$ cat config.mk
export PLATFORM = sky130hd
export DESIGN_NAME = layer_argmax_8_16
export DESIGN_NICKNAME = d
export VERILOG_FILES = /design/src/rtl/layer_argmax_8_16.sv
export SDC_FILE = /design/constraint.sdc
export NUM_CORES = 1
export LEC_CHECK = 0
export CAP_MARGIN = 10
export CORE_AREA = 2 2 58 71
export DETAILED_ROUTE_END_ITERATION = 6
export DIE_AREA = 0 0 60 73
export DONT_BUFFER_PORTS = 1
export MAX_ROUTING_LAYER = met4
export PLACE_DENSITY_LB_ADDON = 0.1
export SLEW_MARGIN = 30
export SYNTH_ARGS = -nofsm -noshare
export SYNTH_HDL_FRONTEND = slang
export SYNTH_SLANG_ARGS = --single-unit
$ cat constraint.sdc
create_clock -name clk -period 5 [get_ports clk]
set_input_delay 0.75 -clock clk [delete_from_list [all_inputs] [get_ports clk]]
set_output_delay 0.75 -clock clk [all_outputs]
set_load 0.02 [all_outputs]
$ cat src/rtl/layer_argmax_8_16.sv
// Streaming argmax over consecutive M-element signed vectors.
// Emits {index, value} of the largest element per vector and holds one pending result.
module layer_argmax_8_16 #(
  parameter int unsigned M = 8,
  parameter int unsigned T = 16,
  localparam int unsigned IDXW = $clog2(M)
) (
  input  logic            clk,
  input  logic            reset,
  input  logic            s_valid,
  output logic            s_ready,
  input  logic [T-1:0]    data_in,
  output logic            m_valid,
  input  logic            m_ready,
  output logic [IDXW-1:0] m_index,
  output logic [T-1:0]    m_max
);

  localparam logic [IDXW-1:0] LAST_IDX = IDXW'(M - 1);

  logic [IDXW-1:0] cnt_q, cnt_d;
  logic [T-1:0]    run_max_q, run_max_d;
  logic [IDXW-1:0] run_idx_q, run_idx_d;
  logic            m_valid_q, m_valid_d;
  logic [IDXW-1:0] m_index_q, m_index_d;
  logic [T-1:0]    m_max_q, m_max_d;
  logic            live_q;

  logic cnt_last;
  logic accept;
  logic take;
  logic greater;

  // live_q keeps s_ready low until the first clock after reset release
  assign cnt_last = (cnt_q == LAST_IDX);
  assign s_ready  = live_q && !(cnt_last && m_valid_q && !m_ready);
  assign accept   = s_valid && s_ready;
  assign take     = m_valid_q && m_ready;
  assign greater  = $signed(data_in) > $signed(run_max_q);

  assign m_valid = m_valid_q;
  assign m_index = m_index_q;
  assign m_max   = m_max_q;

  always_comb begin
    cnt_d     = cnt_q;
    run_max_d = run_max_q;
    run_idx_d = run_idx_q;
    m_valid_d = m_valid_q;
    m_index_d = m_index_q;
    m_max_d   = m_max_q;

    if (take) begin
      m_valid_d = 1'b0;
    end

    if (accept) begin
      if (cnt_q == '0) begin
        run_max_d = data_in;
        run_idx_d = '0;
        cnt_d     = IDXW'(1);
      end else if (!cnt_last) begin
        if (greater) begin
          run_max_d = data_in;
          run_idx_d = cnt_q;
        end
        cnt_d = cnt_q + IDXW'(1);
      end else begin
        // Strict compare keeps the lowest index on ties
        m_index_d = greater ? LAST_IDX : run_idx_q;
        m_max_d   = greater ? data_in : run_max_q;
        m_valid_d = 1'b1;
        cnt_d     = '0;
      end
    end
  end

  always_ff @(posedge clk or negedge reset) begin
    if (!reset) begin
      cnt_q     <= '0;
      run_max_q <= '0;
      run_idx_q <= '0;
      m_valid_q <= 1'b0;
      m_index_q <= '0;
      m_max_q   <= '0;
      live_q    <= 1'b0;
    end else begin
      cnt_q     <= cnt_d;
      run_max_q <= run_max_d;
      run_idx_q <= run_idx_d;
      m_valid_q <= m_valid_d;
      m_index_q <= m_index_d;
      m_max_q   <= m_max_d;
      live_q    <= 1'b1;
    end
  end

endmodule
==> reports/qor.log, run 1 <==
[worst_setup_path] Largest stage delay, worst path 540 ps
[synthesis] FFs w/ async S/R, synth 100.0%
[worst_setup_path] crit start category flop
[worst_setup_path] dominant cell type by count on the critical path sky130_fd_sc_hd__ha_1
[final_layout] post-route cell area 2416 um^2
[floorplan] starting density of the core 60.73%
[synthesis] mean cell area of the mapped netlist 10.95 um^2
[timing] final worst-path cycle share 52.47%
[floorplan] # rows 25
[synthesis] total standard cell area after synthesis 2298 um^2
[worst_setup_path] classification of the worst setup path reg -> reg
[timing] Min Hold Slack 145.5 ps
[synthesis] Net Count, Synth 249
[grt] number of global-route vias before repair 1,620
[timing] f_max 381.2 MHz
[route] post-detailed-route DRC marker count 0
[timing] Worst Tran Pin Value 666.8 ps
[synthesis] biggest area consumer among synthesized cells sky130_fd_sc_hd__dfrtp_1
[cts] CTS max path bufs 2
[synthesis] Adder-Cell Fraction of Synth Area 10.34%
[timing] RSZ-0062 raised after global routing no
[cts] number of buffers added by the clock tree synthesis step 5
[cts] clock latency at the later pin of the worst-skew pair 290 ps
[synthesis] multiplexer share of the synthesized area 7.893%
[cts] clock transition at the register clock pins on the worst setup and hold paths after CTS 80 ps
[floorplan] die footprint 4380 um^2
[worst_setup_path] data required time of the critical path 5180 ps
[cts] post-cts repair resize count 0
[final_layout] flip-flop and latch area 1076 um^2
[final_layout] Final Non-Filler Cells 267
[floorplan] core outline area 3785 um^2
[power_and_ir_drop] Power, Total 1.481 mW
[synthesis] total of warnings raised by yosys 0
[final_layout] Antenna diodes 0
[synthesis] register area share after synthesis 46.82%
[synthesis] main area contributors after synthesis sky130_fd_sc_hd__dfrtp_1, sky130_fd_sc_hd__ha_1, sky130_fd_sc_hd__inv_1
[worst_setup_path] Worst R2R Start cnt_q[0]$_DFFE_PN0P_
[synthesis] largest family of logic cells by synthesized area compound AO/OA/AOI/OAI gates
[worst_setup_path] crit path from cnt_q[0]$_DFFE_PN0P_
[timing] count of final max-slew check failures 0
[route] vias after detailed routing 1,563
[grt] largest net degree at the start of global routing 44
[place] count of buffers inserted at the top-level ports 0
[final_layout] signed area change from the synthesized netlist to the final layout 5.117%
[synthesis] parity-gate share of the synthesized area counting xor and xnor cells 0%
[timing] hold violation total from the final report 0
[final_layout] multi-input combinational cell area 1064 um^2
[grt] wire length of the first global-routing pass 7251 um
[grt] Tot GR Track Use 22.58%
[power_and_ir_drop] relative contribution of the clock network to total power 14.1%
[worst_setup_path] register-to-register setup slack 2380 ps
[synthesis] number of instances in the synthesized netlist 210
[power_and_ir_drop] Int Pwr 0.8843 mW
[final_layout] final core utilization 63.83%
[cts] sinks on the clock net 43
[synthesis] number of flops mapped to enable cells by yosys 0
[worst_hold_path] Worst Hold Class in -> async
[synthesis] complex-gate fraction of the synthesized area 15.73%
[floorplan] count of pins on the block boundary 41
[route] number of routed nets with antenna violations 0
[worst_setup_path] length in cells of the worst reg-to-reg path 8
[power_and_ir_drop] Peak supply drop 0.2800 mV
[worst_setup_path] Worst R2R End m_max[0]$_DFFE_PN0P_
[worst_setup_path] cells traversed along the worst timing path ha_1 > ha_1 > nand3b_1 > nand3_2 > or2_2 > nor2_1 > nand2_1 > o221a_2
[timing] Final min period 2623 ps
[worst_setup_path] endpoint class of the critical path flop
[worst_setup_path] endpoint arrival time on the critical path 2800 ps
[floorplan] Die Y-Extent 73 um
[worst_setup_path] maximum fanout along the worst path 18
[cts] CTS root buf sky130_fd_sc_hd__clkbuf_8
[route] drt initial violations 37
[route] WL final 4480 um
[cts] buffers inserted during post-CTS setup optimization 0
[timing] Slew Limit Headroom 55.48%
[cts] maximum level of the CTS H-tree 2
[power_and_ir_drop] power dissipated by switching net loads 0.5963 mW
[cts] Hold Buf Count CTS 0
[place] DP Area 2335 um^2
[timing] count of endpoints failing setup in the final report 0
[synthesis] area share of the largest cell type after synthesis 46.82%
[place] weighted congestion reported at the end of routability-driven placement 0.8084
[worst_setup_path] number of stages on the worst setup path 8
[final_layout] layout filler cell count 318
[power_and_ir_drop] Switching Fraction 40.27%
[worst_setup_path] end point of the critical path m_max[0]$_DFFE_PN0P_
[grt] overall overflow remaining after global route 0
[synthesis] most instantiated cells after synthesis sky130_fd_sc_hd__dfrtp_1, sky130_fd_sc_hd__inv_1, sky130_fd_sc_hd__ha_1, sky130_fd_sc_hd__nor2_1, sky130_fd_sc_hd__nand2b_1
[power_and_ir_drop] Leakage 1.102 nW
[cts] clock tree from TritonCTS built
[timing] Worst Clk Skew 4.992 ps
[timing] worst setup margin 2377 ps
[worst_setup_path] buffers and inverters on the worst path 0
[place] DP Wirelength 3221 um
[final_layout] layout cells sized above 1 15.02%
[place] Worst Setup Slack post-DPL 2101 ps
[job] Maximum Capacitance Violations 0
[synthesis] number of library cell types mapped by synthesis 39
[power_and_ir_drop] sequential share of power 49.1%
[place] Placed Cells incl. Taps 259
[route] WL per Instance 16.78 um
[route] via/cell ratio 5.854
[timing] accumulated negative setup slack 0 ps
[worst_setup_path] cell family contributing the most delay on the critical path simple AND/OR/NAND/NOR gates
[synthesis] Synth Area in Simple Gates 12.14%
[run_status] run status complete, no violations
[route] number of detailed-routing iterations run before antenna repair 4
[power_and_ir_drop] combinational fraction of design power 36.8%
[power_and_ir_drop] power density over the cells 612.8 nW/um^2
[worst_setup_path] Crit-path slowest cell sky130_fd_sc_hd__or2_2
[final_layout] Net count, final 251
[synthesis] most used flip-flop cell after synthesis sky130_fd_sc_hd__dfrtp_1
[grt] initial antenna violation count 0
[synthesis] Synth Register Bits 43
[synthesis] leading cell type by number of instances after synthesis sky130_fd_sc_hd__dfrtp_1
[floorplan] x dimension of the die 60 um
cells in the final DEF, fill, tap and decap left out, types with 2 or more instances in the layout:
cell                        n
sky130_fd_sc_hd__nand2_1    5
sky130_fd_sc_hd__nand4_1    3
sky130_fd_sc_hd__and2_1     2
sky130_fd_sc_hd__clkbuf_8   5
sky130_fd_sc_hd__nor2_1    14
sky130_fd_sc_hd__dfrtp_1   43
sky130_fd_sc_hd__a211oi_1   8
sky130_fd_sc_hd__o22a_1     4
sky130_fd_sc_hd__ha_1      19
sky130_fd_sc_hd__nor3_1     9
sky130_fd_sc_hd__o21ai_0    3
sky130_fd_sc_hd__a21oi_1    8
sky130_fd_sc_hd__o221a_2    8
sky130_fd_sc_hd__nand2b_1  10
sky130_fd_sc_hd__inv_1     32
sky130_fd_sc_hd__mux2i_1    8
sky130_fd_sc_hd__mux2_2     8
sky130_fd_sc_hd__clkbuf_1   2
how the worst min path moves through the flow:
stage,startpoint,to
CTS,reset,run_max_q[1]$_DFFE_PN0P_
detailed placement,reset,m_valid$_DFF_PN0_
floorplan,reset,cnt_q[0]$_DFFE_PN0P_
global route,reset,run_idx_q[2]$_DFFE_PN0P_
finish,reset,m_max[3]$_DFFE_PN0P_
global placement,reset,m_valid$_DFF_PN0_
area by class of cell:
cell class	count	share of cell area, %
clock inverter	1	0.2071
multi-input combinational	129	44.02
clock buffer	7	3.159
timing repair buffer	1	0.3107
sequential	43	44.54
inverter	32	4.972
tap	54	2.796
kinds of logic after synthesis:
logic type / count (synthesis)
compound gates: 41
fa+ha+maj: 19
buf+inv: 38
flops: 43
mux: 17
other cells: 1
simple gates: 51
per-layer routing:
metal  global-route usage, %  vias to the layer above  wire length (um)
met5                       -                        -                 0
met4                   8.395                        0                80
met3                   3.901                        7               185
met2                   37.32                       39              2281
met1                   27.26                      777              1932
li1                        -                      740                 -
flip-flops by register name, summed over array words and instances, names as in the netlist:
name       flops
cnt_q          3
m_valid        1
m_max         16
run_max_q     16
run_idx_q      3
m_index        3
live_q         1
power groups by stage:
stage | logic, mW | clock network [mW] | registers (mW)
2_1_floorplan | 0.452 | 0 | 0.701
3_3_place_gp | 0.520 | 0 | 0.724
3_5_place_dp | 0.546 | 0 | 0.733
4_1_cts | 0.551 | 0.215 | 0.727
5_1_grt | 0.615 | 0.229 | 0.747
6_report | 0.545 | 0.209 | 0.727
(Power assumes the default switching activity.)
==> run 2: changes to the inputs <==
--- a/config.mk
+++ b/config.mk
@@ -6,9 +6,9 @@
 export NUM_CORES = 1
 export LEC_CHECK = 0
 export CAP_MARGIN = 10
-export CORE_AREA = 2 2 58 71
+export CORE_AREA = 2 2 62 76
 export DETAILED_ROUTE_END_ITERATION = 6
-export DIE_AREA = 0 0 60 73
+export DIE_AREA = 0 0 64 78
 export DONT_BUFFER_PORTS = 1
 export MAX_ROUTING_LAYER = met4
 export PLACE_DENSITY_LB_ADDON = 0.1
==> constraint.sdc (replaced) <==
create_clock -name clk -period 2.2 [get_ports clk]
set_input_delay 0.33 -clock clk [delete_from_list [all_inputs] [get_ports clk]]
set_output_delay 0.33 -clock clk [all_outputs]
set_load 0.02 [all_outputs]
==> run 2 against run 1 <==
  * The flow now finishes with violations (setup timing)
  * Clock power rose to 3.5 times the previous value
  * Critical path depth increased by 4
  * Combinational power increased to 4.2 times the previous value
  * Sequential power is 130% higher
  * Register-to-register slack lost 2600 ps
  * Cell count grew 18%
  * Global-route usage increased by 3.7 points
  * Design area up 31%
  * Worst setup slack lost 2600 ps
  * First-iteration DRC count rose to 3.5 times the previous value
  * Largest cell class is now multi-input combinational cells
  * Highest routed layer unchanged
==> reports/qor.log, run 2 (synthesized netlist as in run 1, its figures left out) <==
[worst_setup_path] endpoint class of the critical path flop
[job] Maximum Capacitance Violations 0 [unchanged]
[worst_setup_path] Crit-path slowest cell sky130_fd_sc_hd__dfrtp_1
[worst_hold_path] Worst Hold Class in -> reg
[place] Placed Cells incl. Taps 285 [+10%]
[cts] maximum level of the CTS H-tree 2 [unchanged]
[timing] f_max 420.2 MHz [+10%]
[cts] sinks on the clock net 43 [unchanged]
[route] drt initial violations 130 [+250%]
[final_layout] Net count, final 296 [+18%]
[place] DP Area 2537 um^2 [+8.7%]
[timing] count of final max-slew check failures 0 [unchanged]
[floorplan] Die Y-Extent 78 um [+6.8%]
[worst_setup_path] data required time of the critical path 2420 ps [-2760 ps]
[grt] overall overflow remaining after global route 0 [unchanged]
[route] post-detailed-route DRC marker count 0 [unchanged]
[final_layout] most common cell after layout, fill and taps aside sky130_fd_sc_hd__dfrtp_1
[worst_setup_path] register-to-register setup slack -180 ps [-2560 ps]
[worst_hold_path] source of the worst hold timing path m_ready
[final_layout] layout cells sized above 1 42.25% [+27 points]
[route] DR WL met2 3133 um [+37%]
[worst_setup_path] crit start category flop
[place] weighted congestion reported at the end of routability-driven placement 0.8036 [-0.59%]
[route] WL final 5831 um [+30%]
[grt] Tot GR Track Use 26.31% [+3.7 points]
[route] routed metal-1 wire length 2259 um [+17%]
[power_and_ir_drop] power density over the cells 1481 nW/um^2 [+140%]
[place] Worst Setup Slack post-DPL -221.3 ps [-2322 ps]
[timing] final worst-path cycle share 108.2% [+56 points]
[worst_setup_path] endpoint arrival time on the critical path 2600 ps [-200 ps]
[route] max layer used met4
[worst_setup_path] number of stages on the worst setup path 12 [+4]
[route] WL per Instance 18.57 um [+11%]
[worst_setup_path] Largest stage delay, worst path 400 ps [-140 ps]
[worst_setup_path] cell family contributing the most delay on the critical path compound AO/OA/AOI/OAI gates
[timing] hold violation total from the final report 0 [unchanged]
[cts] number of buffers added by the clock tree synthesis step 5 [unchanged]
[power_and_ir_drop] Peak supply drop 0.9496 mV [+240%]
[route] vias after detailed routing 1,828 [+17%]
[run_status] violated checks setup timing
[cts] CTS max path bufs 2 [unchanged]
[grt] initial antenna violation count 0 [unchanged]
[timing] accumulated negative setup slack -4252 ps [-4252 ps]
[timing] count of endpoints failing setup in the final report 38 [+38]
[final_layout] Final Non-Filler Cells 314 [+18%]
[timing] Final min period 2380 ps [-243.4 ps]
[route] via/cell ratio 5.822 [-0.55%]
[floorplan] starting density of the core 54.77% [-6.0 points]
[floorplan] core outline area 4197 um^2 [+11%]
[worst_setup_path] Worst R2R Start run_max_q[11]$_DFFE_PN0P_
[floorplan] count of pins on the block boundary 41 [unchanged]
[timing] worst setup margin -180.0 ps [-2557 ps]
[cts] clock transition at the register clock pins on the worst setup and hold paths after CTS 80 ps [about the same]
[final_layout] top library cells by usage in the layout, fill and taps aside sky130_fd_sc_hd__dfrtp_1, sky130_fd_sc_hd__buf_4, sky130_fd_sc_hd__inv_1
[worst_setup_path] length in cells of the worst reg-to-reg path 12 [+4]
[power_and_ir_drop] Leakage 1.404 nW [+27%]
[floorplan] die footprint 4992 um^2 [+14%]
[final_layout] post-route cell area 3157 um^2 [+31%]
[worst_setup_path] Worst R2R End m_max[10]$_DFFE_PN0P_
[floorplan] x dimension of the die 64 um [+6.7%]
[route] number of routed nets with antenna violations 0 [unchanged]
[final_layout] Antenna diodes 0 [unchanged]
[timing] Worst Clk Skew 6.860 ps [+1.868 ps]
[grt] number of global-route vias before repair 1,988 [+23%]
[place] count of buffers inserted at the top-level ports 0 [unchanged]
[final_layout] final core utilization 75.22% [+11 points]
[cts] CTS root buf sky130_fd_sc_hd__clkbuf_8
[worst_setup_path] maximum fanout along the worst path 8 [-10]
[worst_setup_path] cells traversed along the worst timing path inv_2 > ha_4 > nand4_4 > buf_6 > a2111oi_4 > a32oi_2 > buf_4 > a21oi_4 > buf_6 > buf_4 > nor3_2 > a211oi_1
[cts] clock tree from TritonCTS built
[grt] wire length of the first global-routing pass 9680 um [+33%]
[worst_setup_path] crit path from run_max_q[11]$_DFFE_PN0P_
[worst_hold_path] worst hold path stage count 1
[run_status] run status complete, but fails checks
[final_layout] signed area change from the synthesized netlist to the final layout 37.34%
[floorplan] # rows 26 [+4.0%]
[worst_setup_path] buffers and inverters on the worst path 5 [+5]
[route] total met3 wirelength after detailed routing 308 um [+66%]
[worst_hold_path] end point of the most critical hold path m_valid$_DFF_PN0_
[route] number of detailed-routing iterations run before antenna repair 4 [unchanged]
[cts] clock latency at the later pin of the worst-skew pair 300 ps [about the same]
[worst_setup_path] classification of the worst setup path reg -> reg
[grt] largest net degree at the start of global routing 44 [unchanged]
[place] DP Wirelength 3720 um [+15%]
[timing] RSZ-0062 raised after global routing yes
-- run 2: changes by cell type in the layout (fill, tap and decap cells not counted), sizes merged --
cell | previous run | this run
buf | 1 | 42
bufinv | 0 | 2
clkinv | 1 | 0
dlygate4sd3 | 0 | 1
nand2b | 11 | 12
o2bb2ai | 1 | 2
-- run 2: final cells by class --
| class | instances | area, um^2 |
|---|---|---|
| clock buffers | 6 | 72.57 |
| clock inverters | 2 | 60.06 |
| fillers | 252 | 1040 |
| inverters | 32 | 120.1 |
| multi-input cells | 131 | 1360 |
| flip-flops and latches | 43 | 1076 |
| well taps | 56 | 70.07 |
| repair buffers | 44 | 397.9 |
-- run 2: worst max-delay path by stage --
| stage | to | slack [ps] |
|---|---|---|
| 2_1_floorplan | run_idx_q[1]$_DFFE_PN0P_ | 3 |
| 3_3_place_gp | run_max_q[3]$_DFFE_PN0P_ | -140 |
| 3_5_place_dp | run_max_q[2]$_DFFE_PN0P_ | -220 |
| 4_1_cts | run_max_q[9]$_DFFE_PN0P_ | -120 |
| 5_1_grt | m_max[10]$_DFFE_PN0P_ | -270 |
| 6_report | m_max[10]$_DFFE_PN0P_ | -180 |
-- run 2: power by group --
group / switching, mW / total (mW) / internal, mW
combinational: 1.01 / 2.30 / 1.28
clock: 0.277 / 0.731 / 0.454
sequential: 0.476 / 1.65 / 1.17
total: 1.76 / 4.68 / 2.91
-- run 2: layer usage --
layer | global-route usage, % | up-vias
li1 | - | 841
met1 | 28.69 | 916
met2 | 45.52 | 56
met3 | 7.246 | 15
met4 | 9.348 | 0
met5 | - | -
-- run 2: through the flow --
stage,power (mW),hold slack [ps]
floorplan,2.634,34.41
global placement,3.108,35.33
detailed placement,3.203,35.50
CTS,4.480,116.0
global route,4.978,103.7
finish,4.676,110.4
-- run 2: repair_timing --
action	CTS	global route
buffers inserted	9	7
hold buffers	2	0
resized for setup	46	9
cloned	3	0
hold endpoints to repair	43	0
endpoints found under the setup margin	38	38
pin swaps	22	7
==> run 3: changes to the inputs <==
--- a/config.mk
+++ b/config.mk
@@ -6,12 +6,13 @@
 export NUM_CORES = 1
 export LEC_CHECK = 0
 export CAP_MARGIN = 10
-export CORE_AREA = 2 2 62 76
+export CORE_AREA = 2 2 73 89
 export DETAILED_ROUTE_END_ITERATION = 6
-export DIE_AREA = 0 0 64 78
+export DIE_AREA = 0 0 75 91
 export DONT_BUFFER_PORTS = 1
+export HOLD_SLACK_MARGIN = 0.15
 export MAX_ROUTING_LAYER = met4
-export PLACE_DENSITY_LB_ADDON = 0.1
+export PLACE_DENSITY = 0.65
 export SLEW_MARGIN = 30
 export SYNTH_ARGS = -nofsm -noshare
 export SYNTH_HDL_FRONTEND = slang
==> run 3 against run 2 <==
  * The flow still finishes with violations (setup timing)
  * Cell count up 7.6%
  * Routed wire length up 1.9%
  * Non-clock buffer count down 2
  * Hold slack better by 56 ps
  * Sequential share of layout area down 0.93 points
  * Via count down 3.7%
  * Largest cell class unchanged
  * Largest power group unchanged
  * Highest routed layer unchanged
==> reports/qor.log, run 3 (synthesized netlist as in run 1, its figures left out) <==
[power_and_ir_drop] relative contribution of the clock network to total power 14.0% [-1.6 points]
[timing] count of endpoints failing setup in the final report 38 [unchanged]
[worst_setup_path] maximum fanout along the worst path 7 [-1]
[timing] RSZ-0062 raised after global routing yes
[floorplan] starting density of the core 38.73% [-16 points]
[worst_hold_path] worst hold path stage count 1 [unchanged]
[cts] clock transition at the register clock pins on the worst setup and hold paths after CTS 80 ps [about the same]
[cts] CTS root buf sky130_fd_sc_hd__clkbuf_8
[worst_setup_path] endpoint class of the critical path flop
[cts] clock latency at the later pin of the worst-skew pair 300 ps [about the same]
[timing] hold violation total from the final report 0 [unchanged]
[power_and_ir_drop] Power, Total 4.601 mW [-1.6%]
[grt] met2 usage in global routing 27.85% [-18 points]
[worst_setup_path] register-to-register setup slack -180 ps [about the same]
[place] Worst Setup Slack post-DPL -185.1 ps [+36.12 ps]
[final_layout] Net count, final 294 [-0.68%]
[final_layout] Antenna diodes 0 [unchanged]
[worst_setup_path] classification of the worst setup path reg -> reg
[route] via/cell ratio 5.207 [-11%]
[final_layout] Final Non-Filler Cells 338 [+7.6%]
[place] DP Area 2635 um^2 [+3.8%]
[grt] number of global-route vias before repair 1,823 [-8.3%]
[place] weighted congestion reported at the end of routability-driven placement 0.8086 [+0.62%]
[power_and_ir_drop] power density over the cells 1418 nW/um^2 [-4.3%]
[route] drt initial violations 86 [-34%]
[power_and_ir_drop] Switching Fraction 38.47% [+0.74 points]
[route] post-detailed-route DRC marker count 0 [unchanged]
[run_status] violated checks setup timing
[worst_setup_path] Worst R2R End run_max_q[14]$_DFFE_PN0P_
[worst_hold_path] end point of the most critical hold path run_max_q[14]$_DFFE_PN0P_
[place] DP Wirelength 3670 um [-1.3%]
[grt] largest net degree at the start of global routing 44 [unchanged]
[grt] initial antenna violation count 0 [unchanged]
[floorplan] # rows 31 [+19%]
[route] WL final 5939 um [+1.9%]
[power_and_ir_drop] Peak supply drop 0.7464 mV [-21%]
[final_layout] signed area change from the synthesized netlist to the final layout 41.21%
[power_and_ir_drop] power dissipated by switching net loads 1.770 mW [+0.33%]
[timing] Worst Clk Skew 6.811 ps [-0.04874 ps]
[final_layout] top library cells by usage in the layout, fill and taps aside sky130_fd_sc_hd__dfrtp_1, sky130_fd_sc_hd__buf_4, sky130_fd_sc_hd__inv_1
[cts] sinks on the clock net 43 [unchanged]
[worst_hold_path] source of the worst hold timing path data_in[14]
[job] Maximum Capacitance Violations 0 [unchanged]
[floorplan] count of pins on the block boundary 41 [unchanged]
[grt] gr busiest metal met2
[route] number of detailed-routing iterations run before antenna repair 4 [unchanged]
[cts] number of buffers added by the clock tree synthesis step 5 [unchanged]
[final_layout] most common cell after layout, fill and taps aside sky130_fd_sc_hd__dfrtp_1
[power_and_ir_drop] Int Pwr 2.831 mW [-2.8%]
[final_layout] post-route cell area 3246 um^2 [+2.8%]
[final_layout] layout cells sized above 1 44.92% [+2.7 points]
[grt] wire length of the first global-routing pass 9087 um [-6.1%]
[timing] count of final max-slew check failures 0 [unchanged]
[floorplan] x dimension of the die 75 um [+17%]
[grt] GR Layer Usage met1 22.59% [-6.1 points]
[worst_setup_path] Worst R2R Start run_max_q[6]$_DFFE_PN0P_
[timing] f_max 419.6 MHz [-0.14%]
[timing] worst setup margin -183.3 ps [-3.270 ps]
[power_and_ir_drop] combinational fraction of design power 50.3% [+1.2 points]
[route] number of routed nets with antenna violations 0 [unchanged]
[cts] CTS max path bufs 2 [unchanged]
[worst_setup_path] data required time of the critical path 2380 ps [-40 ps]
[floorplan] die footprint 6825 um^2 [+37%]
[floorplan] Die Y-Extent 91 um [+17%]
[timing] Final min period 2383 ps [+3.270 ps]
[grt] Tot GR Track Use 18.09% [-8.2 points]
[timing] final worst-path cycle share 108.3% [+0.15 points]
[route] vias after detailed routing 1,760 [-3.7%]
[place] Placed Cells incl. Taps 318 [+12%]
[timing] accumulated negative setup slack -4212 ps [+39.59 ps]
[grt] global routing met3 resource utilization 4.661% [-2.6 points]
[cts] maximum level of the CTS H-tree 2 [unchanged]
[worst_setup_path] crit start category flop
[place] count of buffers inserted at the top-level ports 0 [unchanged]
[floorplan] core outline area 5934 um^2 [+41%]
[cts] clock tree from TritonCTS built
[run_status] run status complete, but fails checks
[power_and_ir_drop] sequential share of power 35.6% [+0.3 points]
[timing] Min Hold Slack 166.0 ps [+55.59 ps]
[worst_hold_path] Worst Hold Class in -> reg
[worst_setup_path] endpoint arrival time on the critical path 2570 ps [-30 ps]
[final_layout] final core utilization 54.69% [-21 points]
[power_and_ir_drop] Leakage 1.389 nW [-1.0%]
[worst_setup_path] length in cells of the worst reg-to-reg path 8 [-4]
[grt] overall overflow remaining after global route 0 [unchanged]
[final_layout] layout filler cell count 491 [+95%]
[route] WL per Instance 17.57 um [-5.4%]
-- run 3: cell count changes in the layout (fill, tap and decap cells not counted), sizes merged --
cell / delta
dlygate4sd3: +1
bufinv: -1
buf: -2
clkinv: +1
clkbuf: -1
-- run 3: critical path: stages (launching register included) --
cell                        delay, ps
sky130_fd_sc_hd__dfrtp_1          400
sky130_fd_sc_hd__inv_2             60
sky130_fd_sc_hd__ha_4             260
sky130_fd_sc_hd__nand4_1          190
sky130_fd_sc_hd__or4_4            590
sky130_fd_sc_hd__o21ai_4          130
sky130_fd_sc_hd__nor3_4           110
sky130_fd_sc_hd__o2bb2ai_4        190
sky130_fd_sc_hd__mux2_1           330
-- run 3: timing repair --
item / in CTS / in global routing
hold buffers: 3 / 0
hold endpoints to repair: 44 / 0
pin swaps: 6 / 21
cloned: 1 / 1
gates resized for setup: 31 / 36
buffers inserted: 4 / 4
endpoints found under the setup margin: 37 / 38
-- run 3: final cells by class --
cell class	count	area (um^2)	share of cell area [%]
Clock inverter	2	35.03	1.079
Clock buffer	6	82.58	2.544
Multi-Input combinational cell	131	1463	45.07
Tap cell	82	102.6	3.161
Inverter	32	120.1	3.701
Timing Repair Buffer	42	366.6	11.30
Sequential cell	43	1076	33.15
-- run 3: power groups by stage --
stage          sequential (mW)  combinational, mW  clock, mW
6_report                  1.64               2.32      0.645
5_1_grt                   1.69               2.52      0.703
4_1_cts                   1.63               1.95      0.664
3_5_place_dp              1.64               1.61          0
3_3_place_gp              1.63               1.58          0
2_1_floorplan             1.59               1.04          0
-- run 3: worst max-delay path by stage --
| stage | start | end | depth (start not counted) | slack, ps |
|---|---|---|---|---|
| 6_report | run_max_q[6]$_DFFE_PN0P_ | run_max_q[14]$_DFFE_PN0P_ | 8 | -180 |
| 3_5_place_dp | run_max_q[7]$_DFFE_PN0P_ | run_max_q[3]$_DFFE_PN0P_ | 9 | -190 |
| 2_1_floorplan | run_max_q[13]$_DFFE_PN0P_ | run_idx_q[1]$_DFFE_PN0P_ | 9 | 3 |
| 4_1_cts | run_max_q[8]$_DFFE_PN0P_ | run_max_q[0]$_DFFE_PN0P_ | 8 | -80 |
| 3_3_place_gp | run_max_q[7]$_DFFE_PN0P_ | run_max_q[14]$_DFFE_PN0P_ | 8 | -150 |
| 5_1_grt | run_max_q[14]$_DFFE_PN0P_ | run_max_q[3]$_DFFE_PN0P_ | 10 | -260 |
-- run 3: layer usage --
layer | share of wire (%) | vias up
met5 | 0 | -
met4 | 1.9 | 0
met3 | 4.6 | 8
met2 | 53 | 39
met1 | 41 | 883
li1 | - | 830
